**config.mk**
```make
export PLATFORM = sky130hd
export DESIGN_NAME = conv_stream_host
export DESIGN_NICKNAME = d
export VERILOG_FILES = /design/src/rtl/conv_stream_host.sv
export SDC_FILE = /design/constraint.sdc
export NUM_CORES = 1
export LEC_CHECK = 0
export ABC_CLOCK_PERIOD_IN_PS = 4200
export BUFFER_PORTS_ARGS = -buffer_cell sky130_fd_sc_hd__buf_2
export CORE_UTILIZATION = 43
export CTS_BUF_LIST = sky130_fd_sc_hd__clkbuf_4 sky130_fd_sc_hd__clkbuf_8 sky130_fd_sc_hd__clkbuf_16
export CTS_CLUSTER_DIAMETER = 50
export DETAILED_ROUTE_END_ITERATION = 16
export GPL_ROUTABILITY_DRIVEN = 0
export SLEW_MARGIN = 5
export SYNTH_ARGS = -nofsm -noshare
export SYNTH_HDL_FRONTEND = slang
export SYNTH_SLANG_ARGS = --single-unit
```
**constraint.sdc**
```tcl
create_clock -name clk -period 4.2 [get_ports clk]
set_input_delay 0.63 -clock clk [delete_from_list [all_inputs] [get_ports clk]]
set_output_delay 0.63 -clock clk [all_outputs]
set_load 0.02 [all_outputs]
```
**src/rtl/conv_stream_host.sv**
```systemverilog
// conv_stream_host
//   Frame sequencer that sits between an upstream loader, a streaming
//   convolution engine and a downstream result consumer.  One frame at a
//   time: LENX x words are buffered from the loader, streamed to the engine,
//   LENY y words are collected back from the engine (collection may overlap
//   the x stream), then the y words are presented to the consumer in order.
//
// Ports
//   clk, reset             clock; synchronous active-high reset
//   ld_data/valid/ready    x words in from the loader          (LOAD)
//   m_data_x/valid/ready   x words out to the conv engine      (SEND)
//   s_data_y/valid/ready   y words in from the conv engine     (SEND, DRAIN)
//   r_data/valid/ready     y words out to the consumer         (OUT)
//   busy                   low only when idle in LOAD with nothing loaded
module conv_stream_host #(
  parameter int WIDTH = 16,
  parameter int LENX  = 16,
  parameter int LENY  = 13
) (
  input  logic             clk,
  input  logic             reset,
  input  logic [WIDTH-1:0] ld_data,
  input  logic             ld_valid,
  output logic             ld_ready,
  output logic [WIDTH-1:0] m_data_x,
  output logic             m_valid_x,
  input  logic             m_ready_x,
  input  logic [WIDTH-1:0] s_data_y,
  input  logic             s_valid_y,
  output logic             s_ready_y,
  output logic [WIDTH-1:0] r_data,
  output logic             r_valid,
  input  logic             r_ready,
  output logic             busy
);

  localparam int XW = (LENX > 1) ? $clog2(LENX) : 1;
  localparam int YW = $clog2(LENY) + 1;
  // Index width for ybuf; the y counters carry one extra bit so they can
  // hold the value LENY itself.
  localparam int YI = (LENY > 1) ? $clog2(LENY) : 1;

  localparam logic [XW-1:0] X_LAST = XW'(LENX - 1);
  localparam logic [YW-1:0] Y_LAST = YW'(LENY - 1);
  localparam logic [YW-1:0] Y_FULL = YW'(LENY);

  typedef enum logic [1:0] {
    LOAD,
    SEND,
    DRAIN,
    OUT
  } state_t;

  state_t          state_q, state_d;
  logic [XW-1:0]   ld_cnt_q, ld_cnt_d;
  logic [XW-1:0]   tx_cnt_q, tx_cnt_d;
  logic [YW-1:0]   ry_cnt_q, ry_cnt_d;
  logic [YW-1:0]   out_cnt_q, out_cnt_d;

  logic [WIDTH-1:0] xbuf_q [LENX];
  logic [WIDTH-1:0] ybuf_q [LENY];

  logic ld_hs, x_hs, y_hs, r_hs;

  // Handshake qualifiers are purely state-driven, so no valid output ever
  // depends on its own ready input.
  always_comb begin
    ld_ready  = (state_q == LOAD);
    m_valid_x = (state_q == SEND);
    s_ready_y = ((state_q == SEND) || (state_q == DRAIN)) && (ry_cnt_q < Y_FULL);
    r_valid   = (state_q == OUT);
    busy      = !((state_q == LOAD) && (ld_cnt_q == '0));
    m_data_x  = xbuf_q[tx_cnt_q];
    r_data    = ybuf_q[out_cnt_q[YI-1:0]];
  end

  assign ld_hs = ld_valid  && ld_ready;
  assign x_hs  = m_valid_x && m_ready_x;
  assign y_hs  = s_valid_y && s_ready_y;
  assign r_hs  = r_valid   && r_ready;

  always_comb begin
    state_d   = state_q;
    ld_cnt_d  = ld_cnt_q;
    tx_cnt_d  = tx_cnt_q;
    ry_cnt_d  = ry_cnt_q;
    out_cnt_d = out_cnt_q;

    // y capture is independent of the x stream so both may land together.
    if (y_hs) begin
      ry_cnt_d = ry_cnt_q + YW'(1);
    end

    unique case (state_q)
      LOAD: begin
        if (ld_hs) begin
          if (ld_cnt_q == X_LAST) begin
            ld_cnt_d = '0;
            state_d  = SEND;
          end else begin
            ld_cnt_d = ld_cnt_q + XW'(1);
          end
        end
      end
      SEND: begin
        if (x_hs) begin
          if (tx_cnt_q == X_LAST) begin
            // tx_cnt parks on the last index (it would wrap otherwise) and
            // is cleared with the other counters at the end of OUT.  The y
            // count includes a same-cycle capture so DRAIN is never entered
            // with nothing left to drain.
            state_d = (ry_cnt_d == Y_FULL) ? OUT : DRAIN;
          end else begin
            tx_cnt_d = tx_cnt_q + XW'(1);
          end
        end
      end
      DRAIN: begin
        if (y_hs && (ry_cnt_q == Y_LAST)) begin
          state_d = OUT;
        end
      end
      OUT: begin
        if (r_hs) begin
          if (out_cnt_q == Y_LAST) begin
            tx_cnt_d  = '0;
            ry_cnt_d  = '0;
            out_cnt_d = '0;
            state_d   = LOAD;
          end else begin
            out_cnt_d = out_cnt_q + YW'(1);
          end
        end
      end
      default: begin
        state_d = LOAD;
      end
    endcase
  end

  always_ff @(posedge clk) begin
    if (reset) begin
      state_q   <= LOAD;
      ld_cnt_q  <= '0;
      tx_cnt_q  <= '0;
      ry_cnt_q  <= '0;
      out_cnt_q <= '0;
    end else begin
      state_q   <= state_d;
      ld_cnt_q  <= ld_cnt_d;
      tx_cnt_q  <= tx_cnt_d;
      ry_cnt_q  <= ry_cnt_d;
      out_cnt_q <= out_cnt_d;
    end
  end

  // Frame buffers carry no reset; stale contents are never read because the
  // counters restart from zero.
  always_ff @(posedge clk) begin
    if (ld_hs && !reset) begin
      xbuf_q[ld_cnt_q] <= ld_data;
    end
    if (y_hs && !reset) begin
      ybuf_q[ry_cnt_q[YI-1:0]] <= s_data_y;
    end
  end

endmodule

```
==> flow_summary.json, run 1 <==
{
  "synth_cells": 866,
  "synthTopCellsByCount": "edfxtp_1 (464), mux4_2 (134), nor2_1 (31)",
  "synth-simple-area-share_pct": 2.783,
  "critPathKind": "flip-flop to output port",
  "crit_buf_inv": 2,
  "firstDrtPassIters": 4,
  "synthDominantCellAreaShare_pct": 73.27,
  "min_path_type": "input pin to flip-flop",
  "finalSetupTns_ps": 0,
  "power.leakage_nw": 6.935,
  "clk_pin_slew_worst_paths_ps": 60,
  "syn_to_final_growth_pct": 15.94,
  "reg2reg_to": "ybuf_q[7][7]",
  "holdPathStages": 3,
  "clkSinkCount": 492,
  "vias_per_cell": 5.473,
  "vdd_ir_drop_max_mv": 0.3554,
  "rr_worst_depth": 6,
  "dp_hpwl_mm": 21.82,
  "port_buffers": 74,
  "ys_seq_area_share_pct": 76.22,
  "dieWidth_um": 212.3,
  "cts_hold_buf": 0,
  "postRouteAntennaNets": 0,
  "skew_ps": 27.61,
  "cts_made_buffers": 53,
  "finalMaxSlewViolations": 0,
  "synth_edf_count": 464,
  "synth-xor-area-share_pct": 0.2763,
  "cts_root_buf": "clkbuf_16",
  "cts_tree": "yes",
  "grt_max_degree": 49,
  "drv_cap": 0,
  "async_flop_share_pct": 0,
  "nNetsFinal": 1048,
  "required_ps": 3570,
  "synth_top_family_by_area": "multiplexers",
  "syn_area_sq_mm": 0.01902,
  "yosysMostFrequentCell": "edfxtp_1",
  "fin_crit_ps": 3490,
  "crit_path_frequent_cell": "mux4_2",
  "synth_area_per_cell_sq_um": 21.96,
  "synthMuxAreaShare_pct": 16.61,
  "cts_htree_levels": 2,
  "critical_path_arrival_ps": 2860,
  "yosysTopAreaCell": "edfxtp_1",
  "die_h_um": 212.3,
  "outcome": "completed",
  "grt_usage_pct": 18.36,
  "initial_core_util_pct": 43.86,
  "crit_chain": "buf_12 > mux4_2 > mux4_2 > buf_2",
  "timing.final.crit_share_pct": 83.10,
  "relSlewSlack_pct": 21.24,
  "clk_path_buf_depth": 3,
  "worst_skew_pair.late_latency_ps": 610,
  "core_area_sq_mm": 0.04336,
  "grt_pass1_wl_mm": 59.25,
  "num_rows": 76,
  "vias": 8871,
  "critPathMaxStageDelay_ps": 830,
  "critical_path.endpoint_type": "output port",
  "wl_per_cell_um": 24.59,
  "dieArea_sq_mm": 0.04507,
  "r2r_start": "state_q[0]",
  "synthTopCellsByArea": "edfxtp_1 (73%), mux4_2 (16%), dfxtp_1 (2.9%)",
  "worstPathMaxFanout": 38,
  "synth-warning-count": 0,
  "whs_ps": 355.6,
  "drt_iter0_drc": 725,
  "hold_violations": 0,
  "drc": 0,
  "path_delay_family": "multiplexers",
  "crit_path_start_kind": "flip-flop",
  "p_per_area_mw_per_mm2": 479.3,
  "syn_nets": 919,
  "finalCoreUtilization_pct": 50.85,
  "ys_seq_elements": 492,
  "wl_mm": 39.86,
  "grt_pass1_vias": 9301,
  "synth_compound_area_share_pct": 1.612,
  "io_pins": 75,
  "final-setup-viol-count": 0,
  "synth_fa_ha_area_share_pct": 0.9869,
  "antenna_found_initial": 2,
  "slowest_stage": "dfxtp_2",
  "placed_cells": 1525,
  "cts_setup_buffers": 0,
  "ys.flop_type": "edfxtp_1",
  "hold_end": "ld_cnt_q[1]",
  "tightestPinTransition_ps": 1180,
  "grt-ovfl-total": 0,
  "hold_start": "ld_valid",
  "final_cells": 1621,
  "drive_gt1_share_pct": 35.17,
  "reg2reg_slack_ps": 1420,
  "cts_resized": 0,
  "ys_types": 43,
  "rsz0062_at_grt": "no",
  "fmax_mhz": 286.5
}
state kept, by name, summed over array words and instances, names as in the netlist, named ones only:
name and cells:
ld_cnt_q 4, out_cnt_q 5, ry_cnt_q 5, state_q 2, tx_cnt_q 4, xbuf_q 256
ybuf_q 208
report_power, final:
part	leakage, nW	internal (mW)	switching, mW
Sequential	4.40	5.41	0.0329
Clock	0.867	2.72	1.89
Combinational	1.67	0.218	0.296
cell families after synthesis:
logic type,count (synthesis)
simple gates,103
mux,148
fa+ha+maj,15
compound gates,47
xor+xnor,6
buf+inv,55
flops,492
placed cells by master (no fill, tap or decap), drive strengths merged, types with 4 or more instances in the layout:
| master | instances |
|---|---|
| buf | 116 |
| and2 | 5 |
| and3 | 9 |
| a211oi | 10 |
| clkbuf | 63 |
| mux4 | 134 |
| a31oi | 4 |
| edfxtp | 464 |
| mux2i | 13 |
| nor2 | 31 |
| nand2 | 11 |
| o21ai | 6 |
| nor2b | 13 |
| a21oi | 18 |
| dfxtp | 28 |
| bufinv | 5 |
| nor3 | 9 |
| clkinv | 20 |
| nand2b | 5 |
| nand4 | 4 |
| nand3 | 8 |
| xor2 | 4 |
| ha | 15 |
| inv | 18 |
stage by stage:
| stage | area (sq um) | power, mW | setup WS [ps] |
|---|---|---|---|
| floorplan | 19020 | 5.881 | 1240 |
| global placement | 20300 | 6.059 | 1321 |
| detailed placement | 20300 | 6.067 | 1284 |
| CTS | 22050 | 10.69 | 633.5 |
| global route | 22050 | 10.90 | 563.2 |
| finish | 22050 | 10.57 | 709.7 |
worst min-delay path, stage by stage:
cell,delay [ps]
buf_2,130
nand3_1,80
a21oi_1,50
how the worst max path moves through the flow:
stage                        end  slack (ps)  cells past startpoint
finish               m_data_x[3]         710                      4
global route        m_data_x[12]         560                      4
global placement    m_data_x[12]        1320                      4
CTS                 m_data_x[12]         630                      4
floorplan           xbuf_q[3][0]        1240                      7
detailed placement  m_data_x[12]        1280                      4
layout make-up:
class	instances	area (sq um)
clock buffers	63	1414
clock inverters	32	330.3
well taps	585	732.0
inverters	13	48.80
fillers	3454	21310
multi-input cells	319	4293
repair buffers	116	723.2
flip-flops and latches	492	14510
diodes	1	2.502
layer usage:
metal / global-route usage [%] / wire length (um) / part of all wire (%) / vias to the layer above
met3: 3.323 / 1795 / 4.5 / 63
met5: 0 / 11 / 0.028 / -
met2: 31.17 / 20160 / 51 / 211
met4: 6.301 / 953 / 2.4 / 2
li1: - / - / - / 3885
met1: 23.86 / 16930 / 42 / 4710
No activity file was read; power rests on OpenSTA's default activity.
==> run 2, diff against run 1 <==
--- a/config.mk
+++ b/config.mk
@@ -5,7 +5,7 @@
 export SDC_FILE = /design/constraint.sdc
 export NUM_CORES = 1
 export LEC_CHECK = 0
-export ABC_CLOCK_PERIOD_IN_PS = 4200
+export ABC_CLOCK_PERIOD_IN_PS = 3570
 export BUFFER_PORTS_ARGS = -buffer_cell sky130_fd_sc_hd__buf_2
 export CORE_UTILIZATION = 43
 export CTS_BUF_LIST = sky130_fd_sc_hd__clkbuf_4 sky130_fd_sc_hd__clkbuf_8 sky130_fd_sc_hd__clkbuf_16
==> constraint.sdc (replaced) <==
create_clock -name clk -period 3.57 [get_ports clk]
set_input_delay 0.5355 -clock clk [delete_from_list [all_inputs] [get_ports clk]]
set_output_delay 0.5355 -clock clk [all_outputs]
set_load 0.02 [all_outputs]
==> run 2 against run 1 <==
  * Die area unchanged
  * Cell count up 0.19%
  * Non-clock buffer count up 2
  * Hold slack worse by 86 ps
  * Core utilization about the same
  * Combinational power up 20%
  * Total power up 18%
  * Sequential power up 17%
  * Register-to-register slack worse by 280 ps
==> flow_summary.json, run 2 (synthesis results as in run 1) <==
{
  "final_cell_mix": "edfxtp_1 (464), mux4_2 (134), buf_2 (74)",
  "core_area_sq_mm": 0.04336,
  "rsz0062_at_grt": "no",
  "clkSinkCount": 492,
  "multiInputGateArea_sq_mm": 0.004293,
  "critPathMaxStageDelay_ps": 600,
  "min_path_type": "input pin to flip-flop",
  "finalSetupTns_ps": 0,
  "pre_cts_slack_ps": 831.6,
  "p_int_mw": 9.821,
  "dieArea_sq_mm": 0.04507,
  "rr_worst_depth": 7,
  "worst_skew_pair.late_latency_ps": 590,
  "grt-ovfl-total": 0,
  "postLayoutCellArea_sq_mm": 0.02205,
  "p_comb_share_pct": 5.0,
  "grtUsageMet3_pct": 3.796,
  "hold_start": "ld_valid",
  "vdd_ir_drop_max_mv": 0.4221,
  "r2r_start": "state_q[0]",
  "dieWidth_um": 212.3,
  "worstPathMaxFanout": 20,
  "skew_ps": 26.03,
  "p_clk_share_pct": 43.6,
  "reg2reg_slack_ps": 1140,
  "power.leakage_nw": 6.946,
  "vias_per_cell": 5.389,
  "drive_gt1_share_pct": 35.42,
  "final-setup-viol-count": 0,
  "dp_hpwl_mm": 20.95,
  "critPathKind": "flip-flop to output port",
  "wl_per_cell_um": 24.11,
  "initial_core_util_pct": 43.86,
  "largest_reg_flops": 256,
  "final_cells": 1624,
  "cts_hold_buf": 0,
  "num_rows": 76,
  "crit_buf_inv": 2,
  "clk_pin_slew_worst_paths_ps": 60,
  "grt_pass1_wl_mm": 58.47,
  "whs_ps": 269.3,
  "finalCoreUtilization_pct": 50.84,
  "placed_cell_area_sq_mm": 0.02032,
  "critical_path.endpoint_type": "output port",
  "p_total_mw": 12.43,
  "syn_to_final_growth_pct": 15.93,
  "slowest_stage": "dfxtp_4",
  "fin_crit_ps": 3284,
  "wl_mm": 39.15,
  "timing.final.crit_share_pct": 91.98,
  "drt_iter0_drc": 682,
  "fin_ws_ps": 286.4,
  "finalMaxSlewViolations": 0,
  "placed_cells": 1527,
  "tightestPinTransition_ps": 732.1,
  "drv_cap": 0,
  "grt_usage_pct": 18.07,
  "drc": 0,
  "cts_made_buffers": 52,
  "required_ps": 3030,
  "grt_max_degree": 65,
  "final_common_cell": "edfxtp_1",
  "cts_tree": "yes",
  "swShare_pct": 20.99,
  "p_per_area_mw_per_mm2": 563.8,
  "antenna_found_initial": 4,
  "hold_end": "ld_cnt_q[1]",
  "p_switching_mw": 2.609,
  "use_met1_pct": 23.03,
  "relSlewSlack_pct": 50.87,
  "cts_htree_levels": 2,
  "cts_resized": 0,
  "nNetsFinal": 1049,
  "port_buffers": 74,
  "holdPathStages": 3,
  "vias": 8752,
  "top_register": "xbuf_q",
  "crit_chain": "buf_4 > mux4_2 > nor2b_1 > a211oi_1 > a21oi_1 > buf_2",
  "grt_busiest_layer": "met2",
  "fmax_mhz": 304.5,
  "firstDrtPassIters": 4,
  "die_h_um": 212.3,
  "pwr-share-seq_pct": 51.4,
  "grt_pass1_vias": 9060,
  "cts_setup_buffers": 0,
  "critical_path_arrival_ps": 2750,
  "reg2reg_to": "ybuf_q[1][15]",
  "outcome": "completed",
  "postRouteAntennaNets": 0,
  "hold_violations": 0,
  "use_met2_pct": 30.97,
  "cts_root_buf": "clkbuf_16",
  "clk_path_buf_depth": 3,
  "seq_area_sq_mm": 0.01451,
  "filler_cell_count": 3498,
  "crit_path_start_kind": "flip-flop",
  "io_pins": 75,
  "path_delay_family": "flip-flops"
}
## run 2: cell types whose count changed in the layout (fill, tap and decap cells not counted), sizes merged
cell | before | now
clkinvlp | 2 | 0
clkinv | 20 | 16
diode | 1 | 3
buf | 116 | 118
clkbuf | 63 | 69
inv | 18 | 17
## run 2: how the worst max path moves through the flow
stage / cells after the start / slack, ps / to / start
2_1_floorplan: 7 / 610 / xbuf_q[3][0] / state_q[0]
3_3_place_gp: 6 / 850 / r_data[5] / flip-flop
3_5_place_dp: 6 / 830 / r_data[5] / flip-flop
4_1_cts: 6 / 180 / r_data[5] / flip-flop
5_1_grt: 6 / 80 / r_data[12] / flip-flop
6_report: 6 / 290 / r_data[5] / flip-flop
## run 2: routing by layer
layer | wire, um | up-vias
li1 | - | 3886
met1 | 16380 | 4609
met2 | 19820 | 186
met3 | 2014 | 67
met4 | 902 | 4
met5 | 26 | -
## run 2: tightest hold or removal path: stages
cell,delay [ps]
buf_2,120
nand3_1,80
a21oi_1,50
## run 2: area by class of cell
cell class	count	area share (%)
antenna	3	0.03405
sequential	492	65.79
inverter	13	0.2213
timing repair buffer	118	3.348
clock inverter	25	1.328
tap	585	3.320
multi-input combinational	319	19.47
clock buffer	69	6.481
## run 2: power groups by stage
stage	Sequential, mW	Clock [mW]	Combinational (mW)
finish	6.39	5.42	0.620
global route	6.40	5.75	0.677
CTS	6.39	5.54	0.635
detailed placement	6.52	0	0.633
floorplan	6.50	0	0.415
global placement	6.51	0	0.625
